--- src/rtl/ram_sync_dp.sv ---
// ram_sync_dp: simple dual-port synchronous RAM (one write port, one read port).
// Byte-enable writes, selectable read-during-write behaviour, optional output
// register, read-valid flag and a clear engine that zeroes the array after
// reset or on request.
//
// Ports:
//   clk       clock, rising edge
//   rst       synchronous active-high reset; restarts the clear sweep
//   clr       single-cycle request to zero the array (ignored while busy)
//   busy      high while the clear engine owns the array
//   we        write enable
//   wr_addr   write address
//   wr_data   write data
//   wr_be     byte enables, bit i covers wr_data[8i+7:8i]
//   re        read enable
//   rd_addr   read address
//   rd_data   read data, holds its last value when no read completes
//   rd_valid  rd_data carries the result of an accepted read
module ram_sync_dp #(
  parameter int unsigned DATA_W   = 16,
  parameter int unsigned ADDR_W   = 4,
  parameter int unsigned OUT_REG  = 0,
  parameter int unsigned RDW_MODE = 0
) (
  input  logic                clk,
  input  logic                rst,
  input  logic                clr,
  output logic                busy,
  input  logic                we,
  input  logic [ADDR_W-1:0]   wr_addr,
  input  logic [DATA_W-1:0]   wr_data,
  input  logic [DATA_W/8-1:0] wr_be,
  input  logic                re,
  input  logic [ADDR_W-1:0]   rd_addr,
  output logic [DATA_W-1:0]   rd_data,
  output logic                rd_valid
);

  localparam int unsigned DEPTH = 2 ** ADDR_W;
  localparam int unsigned NB    = DATA_W / 8;

  typedef enum logic {
    ST_CLEAR = 1'b0,
    ST_IDLE  = 1'b1
  } state_e;

  state_e              state_q, state_d;
  logic [ADDR_W-1:0]   clr_ptr_q, clr_ptr_d;
  logic                busy_q, busy_d;

  logic [DATA_W-1:0]   mem_q [DEPTH];

  // Shared write port: either the clear engine or the user write
  logic                mem_wen;
  logic [ADDR_W-1:0]   mem_waddr;
  logic [DATA_W-1:0]   mem_wdata;
  logic [NB-1:0]       mem_wbe;
  logic [DATA_W-1:0]   wr_merged;
  logic                rd_acc;
  logic [DATA_W-1:0]   rd_word;

  // State register
  always_ff @(posedge clk) begin
    if (rst) begin
      state_q   <= ST_CLEAR;
      clr_ptr_q <= '0;
      busy_q    <= 1'b1;
    end else begin
      state_q   <= state_d;
      clr_ptr_q <= clr_ptr_d;
      busy_q    <= busy_d;
    end
  end

  // Next state, write-port arbitration and read acceptance
  always_comb begin
    state_d   = state_q;
    clr_ptr_d = clr_ptr_q;
    busy_d    = busy_q;
    mem_wen   = 1'b0;
    mem_waddr = wr_addr;
    mem_wdata = wr_data;
    mem_wbe   = wr_be;
    rd_acc    = 1'b0;
    case (state_q)
      ST_CLEAR: begin
        mem_wen   = 1'b1;
        mem_waddr = clr_ptr_q;
        mem_wdata = '0;
        mem_wbe   = '1;
        clr_ptr_d = ADDR_W'(clr_ptr_q + 1'b1);
        if (clr_ptr_q == ADDR_W'(DEPTH - 1)) begin
          state_d   = ST_IDLE;
          clr_ptr_d = '0;
          busy_d    = 1'b0;
        end
      end
      ST_IDLE: begin
        if (clr) begin
          // Any we/re sampled together with clr is dropped
          state_d   = ST_CLEAR;
          clr_ptr_d = '0;
          busy_d    = 1'b1;
        end else begin
          mem_wen = we;
          rd_acc  = re;
        end
      end
      default: begin
        state_d = ST_CLEAR;
      end
    endcase
    // Array contents are left alone while reset is held
    if (rst) begin
      mem_wen = 1'b0;
      rd_acc  = 1'b0;
    end
  end

  // Byte merge of the incoming write with the currently stored word
  for (genvar b = 0; b < NB; b++) begin : g_byte
    assign wr_merged[8*b +: 8] = mem_wbe[b] ? mem_wdata[8*b +: 8]
                                            : mem_q[mem_waddr][8*b +: 8];
  end

  // Storage array
  always_ff @(posedge clk) begin
    if (mem_wen) begin
      mem_q[mem_waddr] <= wr_merged;
    end
  end

  // Write-first forwarding: the merged word is exactly what the array will hold
  always_comb begin
    rd_word = mem_q[rd_addr];
    if ((RDW_MODE != 0) && mem_wen && (mem_waddr == rd_addr)) begin
      rd_word = wr_merged;
    end
  end

  // First read stage (latency 1)
  logic [DATA_W-1:0] s1_data_q;
  logic              s1_valid_q;

  always_ff @(posedge clk) begin
    if (rst) begin
      s1_data_q  <= '0;
      s1_valid_q <= 1'b0;
    end else begin
      s1_valid_q <= rd_acc;
      if (rd_acc) begin
        s1_data_q <= rd_word;
      end
    end
  end

  // Optional output stage (latency 2)
  if (OUT_REG != 0) begin : g_out_reg
    logic [DATA_W-1:0] s2_data_q;
    logic              s2_valid_q;

    always_ff @(posedge clk) begin
      if (rst) begin
        s2_data_q  <= '0;
        s2_valid_q <= 1'b0;
      end else begin
        s2_valid_q <= s1_valid_q;
        if (s1_valid_q) begin
          s2_data_q <= s1_data_q;
        end
      end
    end

    assign rd_data  = s2_data_q;
    assign rd_valid = s2_valid_q;
  end else begin : g_no_out_reg
    assign rd_data  = s1_data_q;
    assign rd_valid = s1_valid_q;
  end

  assign busy = busy_q;

endmodule
--- config.mk ---
export PLATFORM = sky130hd
export DESIGN_NAME = ram_sync_dp
export DESIGN_NICKNAME = d
export VERILOG_FILES = /design/src/rtl/ram_sync_dp.sv
export SDC_FILE = /design/constraint.sdc
export NUM_CORES = 1
export LEC_CHECK = 0
export BUFFER_PORTS_ARGS = -buffer_cell sky130_fd_sc_hd__buf_2
export CAP_MARGIN = 15
export CORE_ASPECT_RATIO = 0.75
export CORE_UTILIZATION = 40
export CTS_CLUSTER_DIAMETER = 100
export DETAILED_ROUTE_END_ITERATION = 6
export PLACE_DENSITY = 0.64
export SLEW_MARGIN = 20
export SYNTH_ARGS = -nofsm -noshare
export SYNTH_HDL_FRONTEND = slang
export SYNTH_SLANG_ARGS = --single-unit
--- constraint.sdc ---
create_clock -name clk -period 5.15 [get_ports clk]
set_input_delay 0.515 -clock clk [delete_from_list [all_inputs] [get_ports clk]]
set_output_delay 0.515 -clock clk [all_outputs]
set_load 0.01 [all_outputs]
; Word level (Yosys, flattened, before mapping)
; Memories as Yosys holds them, arrays and structs flattened. A register that Yosys moved wholly into a read port is not among the register bits.
; Index checks and enable logic that the tools add are counted.
[word_totals]
ff_bits = 7
ram_bits = 256
in_bits = 31
output_inout_bits = 18
wordCells = 37
n_memories = 1
[classes]
addsub = 1
eq_ne = 5
muxes = 22
bitwise_logic = 1
reduce_logical = 3
[memory_table]
columns = memory, depth, word_bits, rd, rd_ports_with_merged_regs, wr, line
row1 = mem_q, 16, 16, 1, 1, 1, 51  ; logic [DATA_W-1:0] mem_q [DEPTH];
[op_table]
columns = op, count
row1 = $mux 16, 1
row2 = $mux 8, 2
row3 = $mux 4, 3
row4 = $mux 1, 11
row5 = $pmux 4 s2, 1
row6 = $pmux 1 s2, 3
row7 = $reduce_and 2->1, 3
row8 = $add 4x1->4 const B, 1
row9 = $eq 4x4->1 const B, 1
row10 = $ne 2x2->1 const B, 2
row11 = $mux 2, 1
row12 = $ne 1x1->1 const B, 2
row13 = $not 1->1, 1

; Longest topological paths before layout
[depth]
ltp_word = 6
mapped_depth = 6
depth_no_buf = 5

; Least setup slack after synthesis
; No wires, ideal clock.
[synth_timing]
path_kind = reg-to-reg
from = reg state_q
to = mem mem_q[10][0] (enable)
setup_time_ns = 0.370
t_arrival_ns = 1.442
required_ns = 4.780
slack_ns = 3.338
stages_incl_launch_ff = 6
path_buffers = 2
period_less_slack_ns = 1.812
cell_sequence = dfxtp_1 buf_2 buf_2 o32ai_1 nand2_1 nor2_1
[synth_between]
elab_chain_cells = 6
word_cells_on_any_way = 9
classes_between = 1 x eq/ne / 6 x mux / 1 x bitwise / 1 x reduce/logical
[synth_lines]
columns = item, line
row1 = start: declaration, 47  ; state_e state_q, state_d;
row2 = start signal: assignment, 69  ; state_q <= state_d;
row3 = $not 1->1, --
row4 = $pmux 1 s2, 85  ; case (state_q)
row5 = $mux 1, 114  ; if (rst) begin
row6 = $mux 1, 128  ; if (mem_wen) begin
row7 = $mux 1 (not written as such), 129  ; mem_q[mem_waddr] <= wr_merged;
row8 = $reduce_and 2->1 (no line), --
row9 = end: declaration, 51
; Parallel ways exist; a longest one is shown, timed or not.

; Worst setup path in the final report
[layout_timing]
from = reg state_q
to = mem mem_q[14][4] (enable)
; The elaborated chain is that of the path after synthesis.

==> impl_results.md <==
* Asr flop ratio synth at 0
* Kind of critical path: reg2reg
* DR WL/cell at 23.3 um
* Cells after DPL at 921
* Post-synthesis xor/xnor area fraction at 0.000794
* Met2 wire len at 10300 um
* Detailed-placement wirelength estimate at 14300 um
* Critical Path AT at 2.72 ns
* # DRC at 0
* Clk Latency, worst-skew pair at 0.53 ns
* Peak Freq at 390 MHz
* Initial Util at 0.408
* Iteration-0 DRC Markers at 511
* Gate Count Post-Synth at 545
* Largest family of logic cells by synthesized area: multiplexers
* Cell family with most CP delay: simple AND/OR/NAND/NOR gates
* Fin. Hold Viols at 0
* Crit path largest cell delay at 0.87 ns
* Crit share post-route at 0.498
* Req. time, crit path at 5.30 ns
* Worst path slowest cell: nor2_1
* Number of synthesized flops with an enable pin at 256
* Layout Nets at 630
* Final min period at 2.56 ns
* CTS root buf: clkbuf_16
* Setup Slack @ Placement at 2.34 ns
* Total GRT Usage at 0.158
* Setup bufs post-CTS at 0
* Largest net degree at the start of global routing at 55
* Clk buf depth at 3
* Die Area at 28200 um2
* Simple-gate area share of the yosys netlist at 0.0397
* DIE WIDTH at 194 um
* Post-Synth Adder-Cell Area at 0.00113
* Clock-pin slew on the worst setup and hold paths at 0.07 ns
* TritonCTS clock tree: done
* DRT Pass-1 Iters at 5
* # diodes at 0
* Peak supply drop at 0.222 mV
* Fin area at 12500 um2
* Clock skew at 0.00983 ns
* Crit path max fanout at 24
* Most numerous cell in the Yosys netlist: edfxtp_1
* Syn_area_per_cell at 20.2 um2
* Compound-Gate Fraction of Synth Area at 0.0253
* IO Port Bufs at 48
* WL final at 22600 um
* GPL Wtd Cong at 0.868
* Cell taking the most area after synthesis: edfxtp_1
* Worst path cell trace: a32oi_1 > nor2_1
* Static leakage at 4.38 nW
* Synth Flop Type: edfxtp_1
* First-pass GRT wire length at 33300 um
* Top cells by area, synth: edfxtp_1 70%, mux4_1 10%, mux4_2 4.3%
* Worst hold slack at 0.316 ns
* Overflow after GRT at 0
* Syn nets at 577
* Max layer used: met4
* M1 wire length at 10700 um
* Core Region at 27000 um2
* Max_slew headroom at 0.253
* Critical Path Source Type: flip-flop
* DP Area at 11600 um2
* Maxcap violations at 0
* Post-synth cell types at 35
* Area Overhead vs Synth at 13.0%
* Fin Setup TNS at 0 ns
* Slew Limit Fails at 0
* WP buf/inv at 0
* Post-synthesis mux area share at 0.174
* TritonCTS Buffers at 26
* Cts hold-fix bufs at 0
* Clock Sinks at 279
* Via count of the first global-routing pass at 5257
* PD cells at 374 nW/um2
* Post_cts resized at 0
* Via density per instance at 5.54
* Share of the synthesized area in the top cell type at 0.697
* RSZ-0062 raised after global routing: no
* Slew at the pin closest to its max-slew limit at 1.12 ns
* Htree depth at 1
* Ys Warns at 0
* Top post-synthesis cells by count: 256 x edfxtp_1, 43 x mux4_1, 40 x nor2_1
* Die Y at 146 um
* Worst min-delay path category: in2reg
* Mapped cell area at 11000 um2
* Seq/Total Area, Yosys at 0.739
* Non-Filler Instances at 969
* Filler cell count at 2180
* Synth Register Bits at 279
* Share of cells above drive strength 1 at 0.191
* Std cell rows at 52
* Via count at 5373
* Setup ws final at 2.59 ns
* # setup viols final at 0
* Antenna violations before repair at 0
* Detailed route wirelength on metal3 at 1260 um
* Antenna violation net count after detailed routing at 0
* Setup crit end kind: flip-flop
* I/O Pins at 49
* Outcome: completed
[flip-flops by register name (all words and copies together), names as in the netlist]
name and cells:
mem_q 256, state_q 1, rd_data 16, clr_ptr_q 4
busy 1, rd_valid 1
[worst paths after layout]
check / end / start / cells after the start / slack, ns
min reg2reg: rd_data[2] / rd_data[2] / 2 / 0.48
max: mem_q[14][4] / state_q / 2 / 2.59
min: clr_ptr_q[2] / rst / 2 / 0.32
max reg2reg: mem_q[14][4] / state_q / 2 / 2.59
[final cells by class]
type	count	area, um2	share of cell area
sequential	279	8150	0.654
multi-input combinational	232	2660	0.214
timing repair buffer	53	280	0.0225
clock buffer	35	746	0.0598
inverter	6	22.5	0.00181
tap	351	439	0.0352
clock inverter	13	165	0.0133
[metrics by stage]
step	util	power, mW
6_report	0.462	4.67
5_1_grt	0.462	4.78
4_1_cts	0.462	4.69
3_5_place_dp	0.428	2.70
3_3_place_gp	0.428	2.70
2_1_floorplan	-	2.65
[placed cells by master (no fill, tap or decap), types with 6 or more instances in the layout]
cell and instances:
a21oi_1 8, and2_1 16, buf_2 47, buf_4 6
clkbuf_16 27, clkinv_2 6, dfxtp_1 23, edfxtp_1 256
inv_1 6, mux2i_1 32, mux4_1 43, mux4_2 21
nand2_1 29, nor2_1 40, o221ai_1 16
[cell families (layout without fill, tap and decap cells)]
group,after synthesis,after routing
fa+ha+maj,1,1
buf+inv,34,107
flops,279,279
xor+xnor,1,1
simple gates,97,97
mux,96,96
compound gates,37,37
[report_power, final]
group | total (mW) | switching (mW) | internal, mW
logic | 0.175 | 0.102 | 0.0730
clock network | 2.01 | 0.800 | 1.21
registers | 2.48 | 0.00863 | 2.47
[layer usage]
layer | global-route usage | vias up
met3 | 0.0246 | 31
met4 | 0.0344 | 0
li1 | - | 2363
met1 | 0.245 | 2814
met5 | 0 | -
met2 | 0.235 | 165
(Power assumes the default switching activity.)
